<file path="src/rtl/bsg_manycore_sdr_reset_pkg.sv">
// rtl/bsg_manycore_sdr_reset_pkg.sv - states, phase count and output decode for the SDR row reset sequencer
package bsg_manycore_sdr_reset_pkg;

    typedef enum logic [2:0] {
        S_IDLE,
        S_ASSERT,
        S_TOKEN_HI,
        S_TOKEN_LO,
        S_UPLINK,
        S_DOWNLINK,
        S_DOWNSTREAM,
        S_DONE
    } state_e;

    localparam int unsigned num_phases_lp = 6;

    typedef struct packed {
        logic uplink;
        logic downlink;
        logic downstream;
        logic token;
        logic core;
        logic busy;
        logic done;
    } reset_outs_s;

    // Output levels held for the whole time the sequencer sits in a state.
    function automatic reset_outs_s state_outs(input state_e s);
        reset_outs_s o;
        o.uplink     = 1'b1;
        o.downlink   = 1'b1;
        o.downstream = 1'b1;
        o.token      = 1'b0;
        o.core       = 1'b1;
        o.busy       = 1'b1;
        o.done       = 1'b0;
        case (s)
            S_IDLE:       o.busy = 1'b0;
            S_TOKEN_HI:   o.token = 1'b1;
            S_UPLINK:     o.uplink = 1'b0;
            S_DOWNLINK: begin
                o.uplink   = 1'b0;
                o.downlink = 1'b0;
            end
            S_DOWNSTREAM: begin
                o.uplink     = 1'b0;
                o.downlink   = 1'b0;
                o.downstream = 1'b0;
            end
            S_DONE: begin
                o.uplink     = 1'b0;
                o.downlink   = 1'b0;
                o.downstream = 1'b0;
                o.core       = 1'b0;
                o.busy       = 1'b0;
                o.done       = 1'b1;
            end
            default: ;
        endcase
        return o;
    endfunction

endpackage

</file>
<file path="src/rtl/bsg_manycore_sdr_reset_step_timer.sv">
// rtl/bsg_manycore_sdr_reset_step_timer.sv - loadable down-counter timing one sequencer phase
module bsg_manycore_sdr_reset_step_timer #(
    parameter int lg_step_cycles_p = 8
) (
    input  logic                        clk_i,
    input  logic                        reset_i,
    input  logic                        load_i,
    input  logic [lg_step_cycles_p-1:0] val_i,
    output logic                        expire_o
);

    logic [lg_step_cycles_p-1:0] count_r;

    always_ff @(posedge clk_i) begin
        if (reset_i) begin
            count_r <= '0;
        end else if (load_i) begin
            count_r <= val_i;
        end else if (count_r != '0) begin
            count_r <= count_r - 1'b1;
        end
    end

    assign expire_o = (count_r == '0);

endmodule

</file>
<file path="src/rtl/bsg_manycore_sdr_reset_sequencer.sv">
// rtl/bsg_manycore_sdr_reset_sequencer.sv - ordered reset release for one row of manycore SDR links
module bsg_manycore_sdr_reset_sequencer
    import bsg_manycore_sdr_reset_pkg::*;
#(
    parameter int lg_step_cycles_p = 8
) (
    input  logic                        clk_i,
    input  logic                        reset_i,
    input  logic                        start_i,
    input  logic [lg_step_cycles_p-1:0] step_cycles_i,
    output logic                        async_uplink_reset_o,
    output logic                        async_downlink_reset_o,
    output logic                        async_downstream_reset_o,
    output logic                        async_token_reset_o,
    output logic                        core_reset_o,
    output logic                        busy_o,
    output logic                        done_o
);

    state_e                      state_r;
    state_e                      next_state;
    reset_outs_s                 outs_r;
    logic [lg_step_cycles_p-1:0] len_m1_r;
    logic [lg_step_cycles_p-1:0] start_len_m1;
    logic                        in_phase;
    logic                        expire;
    logic                        advance;

    // A zero step length is treated as one cycle per phase.
    assign start_len_m1 = (step_cycles_i == '0) ? '0 : step_cycles_i - 1'b1;
    assign in_phase     = (state_r != S_IDLE) && (int'(state_r) <= num_phases_lp);
    assign advance      = in_phase && expire;
    assign next_state   = state_e'(state_r + 3'd1);

    bsg_manycore_sdr_reset_step_timer #(
        .lg_step_cycles_p(lg_step_cycles_p)
    ) step_timer (
        .clk_i    (clk_i),
        .reset_i  (reset_i),
        .load_i   (start_i || advance),
        .val_i    (start_i ? start_len_m1 : len_m1_r),
        .expire_o (expire)
    );

    // Outputs decoded from the next state and registered, so the link resets never glitch.
    always_ff @(posedge clk_i) begin
        if (reset_i) begin
            state_r  <= S_IDLE;
            outs_r   <= state_outs(S_IDLE);
            len_m1_r <= '0;
        end else if (start_i) begin
            state_r  <= S_ASSERT;
            outs_r   <= state_outs(S_ASSERT);
            len_m1_r <= start_len_m1;
        end else if (advance) begin
            state_r <= next_state;
            outs_r  <= state_outs(next_state);
        end
    end

    assign async_uplink_reset_o     = outs_r.uplink;
    assign async_downlink_reset_o   = outs_r.downlink;
    assign async_downstream_reset_o = outs_r.downstream;
    assign async_token_reset_o      = outs_r.token;
    assign core_reset_o             = outs_r.core;
    assign busy_o                   = outs_r.busy;
    assign done_o                   = outs_r.done;

endmodule

</file>
<file path="config.mk">
export PLATFORM = sky130hd
export DESIGN_NAME = bsg_manycore_sdr_reset_sequencer
export DESIGN_NICKNAME = d
export VERILOG_FILES = /design/src/rtl/bsg_manycore_sdr_reset_pkg.sv /design/src/rtl/bsg_manycore_sdr_reset_step_timer.sv /design/src/rtl/bsg_manycore_sdr_reset_sequencer.sv
export SDC_FILE = /design/constraint.sdc
export NUM_CORES = 1
export LEC_CHECK = 0
export BUFFER_PORTS_ARGS = -buffer_cell sky130_fd_sc_hd__buf_2
export CAP_MARGIN = 20
export CORE_ASPECT_RATIO = 1.75
export CORE_MARGIN = 2
export CORE_UTILIZATION = 45
export DETAILED_ROUTE_END_ITERATION = 12
export GPL_TIMING_DRIVEN = 0
export PLACE_DENSITY = 0.65
export SKIP_CTS_REPAIR_TIMING = 1
export SLEW_MARGIN = 0
export SYNTH_ARGS = -nofsm -noshare
export SYNTH_HDL_FRONTEND = slang
export SYNTH_SLANG_ARGS = --single-unit
</file>
<file path="constraint.sdc">
create_clock -name clk_i -period 6.2 [get_ports clk_i]
set_input_delay 0 -clock clk_i [delete_from_list [all_inputs] [get_ports clk_i]]
set_output_delay 0 -clock clk_i [all_outputs]
set_load 0.1 [all_outputs]
</file>
* Word-level counts from Yosys, hierarchy flattened *
Cells that the tools add are included.

storage, ports and cells
  register bits after elaboration = 26
  input port bits = 11
  output and inout bits = 7
  logic and storage cells = 50

operators by class
  add/subtract/negate cells = 3
  order comparisons = 1
  equal/unequal tests = 5
  multiplexer cells = 15
  reductions and logical operators = 15

operators by type and width
  operator             count
  $mux 8               4
  $logic_not 8->1      2
  $sub 8x1->8 const B  2
  $eq 3x3->1 const B   4
  $mux 1               9
  $reduce_bool 8->1    1
  $reduce_or 2->1      3
  $mux 2               2
  $reduce_bool 2->1    2
  $reduce_or 4->1      1
  $add 3x1->3 const B  1
  $eq 3x2->1 const B   1
  $le 3x3->1 const B   1
  $logic_not 3->1      1
  $reduce_bool 3->1    1
  $reduce_or 3->1      1
  $logic_and 1x1->1    2
  $logic_or 1x1->1     1

* Depth between registers and ports, before layout *
Gate-level depths: netlist of run 1.

  word-level depth = 6
  depth in mapped cells = 8
  gate-level depth less buffers = 7

* By module *
A second synthesis of run 1 with hierarchy kept.

unflattened totals
  cell total of the unflattened synthesis = 186
  area, all modules = 1581.5 um^2

by module, submodules not included
  module                             times used  cells each  area each (um^2)  sequential area each (um^2)
  bsg_manycore_sdr_reset_sequencer   1           133         1106.1            360.3
  bsg_manycore_sdr_reset_step_timer  1           53          475.5             160.2

* Worst setup path before layout of run 1 *
OpenSTA, ideal clock, no wires.

  path kind = register to register
  start = register state_r[0]
  end = register step_timer.count_r[1]
  library setup time = 138 ps
  arrival = 1872 ps
  data required time = 6062 ps
  path slack = 4190 ps
  cell stages (with the launch flop) = 9
  buffers on the path = 1
  period minus slack after synthesis = 2010 ps
  path through = dfxtp_1 inv_1 ha_1 nand2b_1 mux2_2 and2_1 buf_6 a2111oi_1 a211oi_2

on the way
  longest elaborated chain between the ends = 5
  elaborated cells between the ends (all ways) = 7
  classes of those cells = 1 x order compare; 1 x mux; 5 x reduce/logical

ends and longest elaborated chain
  what                                                    line                                     text
  from (decl)                                             bsg_manycore_sdr_reset_sequencer.sv:20   state_e state_r;
  from (signal assigned)                                  bsg_manycore_sdr_reset_sequencer.sv:56   state_r <= next_state;
  $le 3x3->1 / $reduce_bool 3->1 (equally long branches)  bsg_manycore_sdr_reset_sequencer.sv:31   assign in_phase = (state_r != S_IDLE) && (int'(state_r) <= num_phases_lp);
  $logic_and 1x1->1 *                                     bsg_manycore_sdr_reset_sequencer.sv:31
  $logic_and 1x1->1 *                                     bsg_manycore_sdr_reset_sequencer.sv:32   assign advance = in_phase && expire;
  $logic_or 1x1->1 *                                      bsg_manycore_sdr_reset_sequencer.sv:40   .load_i (start_i || advance),
  $mux 8 / $reduce_bool 2->1 (equally long branches)      --
  to (signal assigned)                                    bsg_manycore_sdr_reset_step_timer.sv:18  count_r <= val_i;
  to (signal assigned)                                    bsg_manycore_sdr_reset_step_timer.sv:20  count_r <= count_r - 1'b1;
  to (decl)                                               bsg_manycore_sdr_reset_step_timer.sv:12  logic [lg_step_cycles_p-1:0] count_r;

Mark *: on every way between the ends. The rest lies on a longest branch, timed or not.
A chain may end at the register's enable or synchronous reset.

* Worst setup path in the final report of run 1 *
Ends and elaborated chain as after synthesis.

==> results of run 1 <==
tightest hold or removal path, cell delays in order:
cell and delay (ns):
buf_2 0.11, xnor2_1 0.07, a2bb2oi_1 0.14, nor2_1 0.07
cell families after synthesis:
group                      count (synthesis)  share of synthesized area [%]
xor gates and xnor gates                  10                           6.13
DFF                                       26                           36.4
adders and majority gates                  8                           7.01
and+or+nand+nor                           60                           22.4
buffers and inverters                     17                           5.60
muxes                                      4                           2.98
AOI/OAI and AO/OA                         37                           19.4
layer usage:
metal,GRT usage (%),share of wire (%)
met1,18.7,38
met2,37.6,57
met3,2.99,3.3
met4,6.86,1.1
met5,0,0
through the flow:
step           std cells  total power, W  setup WS [ns]  hold WS (ns)
4_1_cts              225        0.000404           3.95         0.157
6_report             225        0.000403           3.98         0.150
3_5_place_dp         221        0.000297           3.98         0.436
5_1_grt              225        0.000424           3.85         0.166
2_1_floorplan        162        0.000273           4.19         0.223
3_3_place_gp         221        0.000293           4.05         0.430
final timing paths:
path | depth (start not counted) | slack (ns) | end
setup / recovery | 8 | 3.98 | step_timer.count_r[1]
hold / removal | 4 | 0.15 | len_m1_r[5]
setup reg to reg | 8 | 3.98 | step_timer.count_r[1]
hold reg to reg | 2 | 0.46 | async_token_reset_o
synthesized netlist by cell type (3+ instances only):
| cell type | count |
|---|---|
| a211oi_1 | 3 |
| a21oi_1 | 9 |
| a2bb2oi_1 | 3 |
| and2_1 | 4 |
| dfxtp_1 | 26 |
| ha_1 | 8 |
| inv_1 | 11 |
| nand2_1 | 11 |
| nor2_1 | 19 |
| nor3_1 | 9 |
| nor4_1 | 4 |
| o21a_1 | 3 |
| xnor2_1 | 7 |
| xor2_1 | 3 |
flip-flops by register name, summed over array words and instances, names as in the netlist:
name and cells:
async_token_reset_o 1, async_downstream_reset_o 1, core_reset_o 1, done_o 1
step_timer.count_r 8, state_r 3, async_uplink_reset_o 1, len_m1_r 8
async_downlink_reset_o 1, busy_o 1
layout make-up:
class	instances	share of cell area, %
inverters	11	2.55
plain buffers	6	2.40
multi-input cells	119	51.2
clock buffers	4	3.40
well taps	43	3.33
repair buffers	16	4.95
flip-flops and latches	26	32.2
power groups by stage:
stage	clock network [W]	logic (W)	registers, W
5_1_grt	0.000118	0.000115	0.000191
2_1_floorplan	0	0.0000750	0.000198
3_3_place_gp	0	0.000101	0.000192
4_1_cts	0.000111	0.000104	0.000189
6_report	0.000110	0.000103	0.000190
3_5_place_dp	0	0.000104	0.000193
==> summary.txt, run 1 <==
Final layout
  • Register area: 520 sq um
  • Commonest cells after routing, fill and taps aside: 26 x dfxtp_1, 19 x nor2_1, 17 x buf_2
  • Util after Layout: 52.6%
  • Layout area overhead: 13.2%
  • Final instance area: 1620 sq um
  • Antenna diodes: 0
  • Net count, final: 202
  • Ratio of cells with drive above 1 in the final layout: 18.7%
  • Most common cell after layout, fill and taps aside: dfxtp_1
  • Filler Cell Count: 308
  • Footprint of the multi-input gates: 828 sq um

Global routing
  • Total gr overflow: 0
  • Largest net degree at the start of global routing: 15
  • Initial antenna violation count: 0
  • First-pass GRT wire length: 5280 microns
  • GRT Total Usage: 19.4%
  • Vias in the first global route: 1,292

Drt
  • Wire per inst: 13.5 microns
  • Final wirelength: 3040 microns
  • Drt drc: 0
  • DR iter-0 viols: 17
  • Total number of vias: 1,198
  • Vias per std cell: 5.32
  • First drt pass iteration count: 4
  • Final ANT Viol Nets: 0

Synthesis
  • Seq cells post-synth: 26
  • Syn Area/Cell: 8.82 sq um
  • Mapped Cells: 162
  • Yosys top cell area share: 36.4%
  • Yosys cell types: 45
  • Post-Syn Area: 1430 sq um
  • Asr flop ratio synth: 0%
  • Largest cells by area after synthesis: dfxtp_1 36%, ha_1 7.0%, nor2_1 5.0%
  • Number of warning messages in the yosys log: 0
  • Post-synth top flop: dfxtp_1
  • Post-synth EDFFs: 0
  • Sequential area share after synthesis: 36.4%
  • Syn nets: 181
  • Dominant cell type by area after synthesis: dfxtp_1

Min path
  • Worst Hold Class: input port to register
  • Hold path start: step_cycles_i[5]

Timing
  • Slew Limit Fails: 0
  • Slew headroom: 67.0%
  • Final period util: 35.8%
  • Fmax: 450 MHz
  • Post-Route Skew: 0.00448 ns
  • Setup TNS: 0 ns
  • Fin crit period: 2.22 ns
  • Final hold violations: 0
  • RSZ-0062 raised after global routing: no
  • Worst-margin pin slew: 0.495 ns
  • Final Setup Violations: 0

Critical path
  • Max FO, Critical Path: 8
  • Crit path required time: 6.34 ns
  • CP max-delay cell: a2111oi_1
  • Crit Path Category: register to register
  • Critical path capture point type: register
  • CP Launch Type: register
  • Critical path data arrival time: 2.37 ns
  • R2r startpoint: state_r[0]
  • CP cell instances: inv_1 > ha_1 > nand2b_1 > mux2_2 > and2_1 > buf_6 > a2111oi_1 > a211oi_2
  • Buf/Inv on CP: 2
  • Cell family with most CP delay: compound AO/OA/AOI/OAI gates
  • Max incr delay on CP: 0.47 ns
  • CP startpoint: state_r[0]

Flow run
  • Max Cap Viol: 0

Place
  • RePlAce Congestion: 0.786
  • Count of input and output buffers: 16
  • Detailed placement HPWL: 2440 microns
  • Total placed instance area: 1560 sq um

Pwr
  • P_sw: 0.000125 W
  • Clock power share: 27.4%
  • Sw Ratio: 31.0%
  • Maximum VDD drop: 153 uV
  • Pint: 0.000278 W
  • Pwr Density: 249 nW/um^2
  • Leakage: 0.648 nW
  • Combinational share of power: 25.6%
  • Sequential cell fraction of total power: 47.0%

Clock network
  • CTS Buf Count: 3
  • CTS max path bufs: 2
  • H-tree depth: 1
  • Skew-Pair Late Insertion Delay: 0.27 ns
  • TritonCTS clock tree: done
  • Clock root buffer: clkbuf_8
  • Clk pin slew, worst setup/hold paths: 0.09 ns
  • CTS sink cnt: 26

Floorplan
  • Chip Height: 78.5 microns
  • Die X: 46.6 microns
  • Core box area: 3070 sq um
  • Num rows: 27
  • Ports: 18
  • DIE AREA: 3660 sq um
  • Initial Util: 46.5%

Run status
  • Status: completed
No activity file was read; power rests on OpenSTA's default activity.
==> inputs of run 2 (changes only) <==
Settings changed: ABC_AREA from default to 1, PLACE_DENSITY 0.65 to 0.67.
Clock period 6.2 ns to 1.9 ns, I/O delays scaled along.
==> run 2 against run 1 <==
Net effect: hold slack lost 0.10 ns; maximum frequency is 31% higher; cell count up 30%; global-route usage down 0.91 points; critical path depth rose by 4; power increased to 3.3 times the previous value; non-clock buffer count decreased by 1; final area increased by 6.9%; sequential share of layout area is 2.1 points lower; clock power rose to 3.3 times the previous value; via count up 15%; critical path type unchanged; largest power group unchanged.
==> summary.txt, run 2 <==
Drt
  • First drt pass iteration count: 4 (unchanged)
  • Total number of vias: 1,372 (was 1,198)
  • Wire per inst: 10.5 microns (was 13.5 microns)
  • Final wirelength: 3060 microns (was 3040 microns)
  • Drt drc: 0 (unchanged)
  • DR iter-0 viols: 23 (was 17)
  • Final ANT Viol Nets: 0 (unchanged)
  • Vias per std cell: 4.70 (was 5.32)

Flow run
  • Max Cap Viol: 0 (unchanged)

Floorplan
  • Num rows: 28 (was 27)
  • Chip Height: 81.0 microns (was 78.5 microns)
  • Die X: 48.0 microns (was 46.6 microns)
  • Core box area: 3290 sq um (was 3070 sq um)
  • Initial Util: 46.2% (was 46.5%)
  • Ports: 18 (unchanged)
  • DIE AREA: 3880 sq um (was 3660 sq um)

Global routing
  • Total gr overflow: 0 (unchanged)
  • Initial antenna violation count: 0 (unchanged)
  • First-pass GRT wire length: 5190 microns (was 5280 microns)
  • Vias in the first global route: 1,241 (was 1,292)
  • Largest net degree at the start of global routing: 15 (unchanged)
  • GRT Total Usage: 18.5% (was 19.4%)

Final layout
  • Most common cell after layout, fill and taps aside: nand2_1 (was dfxtp_1)
  • Net count, final: 267 (was 202)
  • Final std cells w/o fill: 292 (was 225)
  • Layout area overhead: 13.6% (was 13.2%)
  • Commonest cells after routing, fill and taps aside: 51 x nand2_1, 37 x inv_1, 27 x nor2_1 (was 26 x dfxtp_1, 19 x nor2_1, 17 x buf_2)
  • Ratio of cells with drive above 1 in the final layout: 13.4% (was 18.7%)
  • Antenna diodes: 0 (unchanged)
  • Largest registers: len_m1_r: 8 flops, step_timer.count_r: 8 flops, state_r: 3 flops (unchanged)

Timing
  • Worst-margin pin slew: 0.493 ns (was 0.495 ns)
  • Final period util: 89.4% (was 35.8%)
  • Final Setup Violations: 0 (unchanged)
  • Post-Route Skew: 0.00362 ns (was 0.00448 ns)
  • Final hold violations: 0 (unchanged)
  • Slew headroom: 67.0% (about the same)
  • Fmax: 589 MHz (was 450 MHz)
  • Setup TNS: 0 ns (unchanged)
  • Fin crit period: 1.70 ns (was 2.22 ns)
  • Slew Limit Fails: 0 (unchanged)
  • RSZ-0062 raised after global routing: no (unchanged)

Synthesis
  • Yosys top cell area share: 34.2% (was 36.4%)
  • Syn Area/Cell: 6.77 sq um (was 8.82 sq um)
  • Number of warning messages in the yosys log: 0 (unchanged)
  • Most numerous cell in the Yosys netlist: nand2_1 (was dfxtp_1)
  • Mapped Cells: 225 (was 162)
  • Sequential area share after synthesis: 34.2% (was 36.4%)
  • Post-synth top cells: 51 x nand2_1, 37 x inv_1, 27 x nor2_1, 26 x dfxtp_1, 24 x nand3_1 (was 26 x dfxtp_1, 19 x nor2_1, 11 x inv_1, 11 x nand2_1)
  • Post-Syn Area: 1520 sq um (was 1430 sq um)
  • Asr flop ratio synth: 0% (unchanged)
  • Seq cells post-synth: 26 (unchanged)
  • Post-synth EDFFs: 0 (unchanged)
  • Largest cells by area after synthesis: dfxtp_1 34%, nand2_1 13%, inv_1 9.1% (was dfxtp_1 36%, ha_1 7.0%, nor2_1 5.0%)
  • Dominant cell type by area after synthesis: dfxtp_1 (unchanged)
  • Syn nets: 244 (was 181)
  • Post-synth top flop: dfxtp_1 (unchanged)
  • Yosys cell types: 28 (was 45)

Critical path
  • Max incr delay on CP: 0.38 ns (was 0.47 ns)
  • Crit Path Category: register to register (unchanged)
  • Max FO, Critical Path: 10 (was 8)
  • Critical path data arrival time: 1.85 ns (was 2.37 ns)
  • CP Launch Type: register (unchanged)
  • R2R Setup Slk: 0.20 ns (was 3.98 ns)
  • CP max-delay cell: dfxtp_1 (was a2111oi_1)
  • CP cell instances: inv_1 > ha_1 > inv_1 > nand3_1 > o21ai_0 > inv_1 > nand2_4 > nand2_8 > inv_4 > o21ai_0 > nand2_1 > nor2_1 (was inv_1 > ha_1 > nand2b_1 > mux2_2 > and2_1 > buf_6 > a2111oi_1 > a211oi_2)
  • Critical path capture point type: register (unchanged)
  • Most used cell, CP: inv_1
  • Crit path required time: 2.05 ns (was 6.34 ns)

Place
  • RePlAce Congestion: 0.770 (was 0.786)
  • Count of input and output buffers: 17 (was 16)
  • Total instance count after detailed placement: 287 (was 221)
  • Detailed placement HPWL: 2510 microns (was 2440 microns)

Clock network
  • H-tree depth: 1 (unchanged)
  • TritonCTS clock tree: done (unchanged)
  • CTS max path bufs: 2 (unchanged)
  • Clk pin slew, worst setup/hold paths: 0.09 ns (about the same)
  • CTS Buf Count: 3 (unchanged)
  • Skew-Pair Late Insertion Delay: 0.27 ns (about the same)
  • Clock root buffer: clkbuf_8 (unchanged)
  • CTS sink cnt: 26 (unchanged)

Pwr
  • Leakage: 0.867 nW (was 0.648 nW)
  • Pwr Density: 781 nW/um^2 (was 249 nW/um^2)
  • Maximum VDD drop: 515 uV (was 153 uV)

Run status
  • Status: completed (unchanged)

Min path
  • Worst Hold Class: input port to register (unchanged)
==> run 2: critical path, delay by kind of cell (launching register included) <==
kind,cells,cell delay [ns]
buffers and inverters,4,0.38
flip-flops,1,0.38
AND/OR/NAND/NOR,5,0.39
AO/OA/AOI/OAI,2,0.19
adder cells (fa/ha/maj),1,0.21
==> run 2: path summary, 6_finish.rpt <==
check                           startpoint                  endpoint  cells past startpoint
hold reg to reg   async_downstream_reset_o  async_downstream_reset_o                      2
setup reg to reg                state_r[0]     step_timer.count_r[4]                     12
setup / recovery                state_r[0]     step_timer.count_r[4]                     12
hold / removal            step_cycles_i[0]               len_m1_r[0]                      4
==> run 2: layer usage <==
layer | part of all wire, % | global-route usage [%] | vias to the layer above
met5 | 0 | 0 | -
met4 | 2.0 | 7.30 | 0
met3 | 2.1 | 2.67 | 5
met2 | 58 | 36.3 | 19
met1 | 38 | 17.2 | 601
li1 | - | - | 747
==> run 2: layout make-up <==
type	count	area, sq um
Inverter	39	149
Clock buffer	4	55.1
Tap cell	45	56.3
Buffer	3	20.0
Timing Repair Buffer	18	95.1
Multi-Input combinational cell	157	833
Fill cell	362	1560
Sequential cell	26	520
==> run 2: cell families after synthesis <==
family                     count (synthesis)  share of synthesized area, %
AOI/OAI and AO/OA                         29                          10.4
xor gates and xnor gates                   5                          2.88
adders and majority gates                  8                          6.57
buffers and inverters                     42                          11.1
DFF                                       26                          34.2
and+or+nand+nor                          115                          34.8
==> run 2: per-stage QoR <==
stage               util (%)  worst slack [ns]  hold slack (ns)  area, sq um  power, W
finish                  52.5             0.201           0.0480         1730   0.00135
global route            52.5            0.0518           0.0882         1730   0.00144
CTS                     52.2             0.193          -0.0751         1720   0.00137
detailed placement      50.5             0.241            0.227         1660   0.00100
global placement        50.5             0.256            0.233         1660   0.00100
floorplan                  -             0.432           0.0691         1520  0.000924
==> run 2: power by group <==
part	internal [W]	switching, W
sequential	0.000587	0.0000218
combinational	0.000130	0.000251
clock	0.000186	0.000174
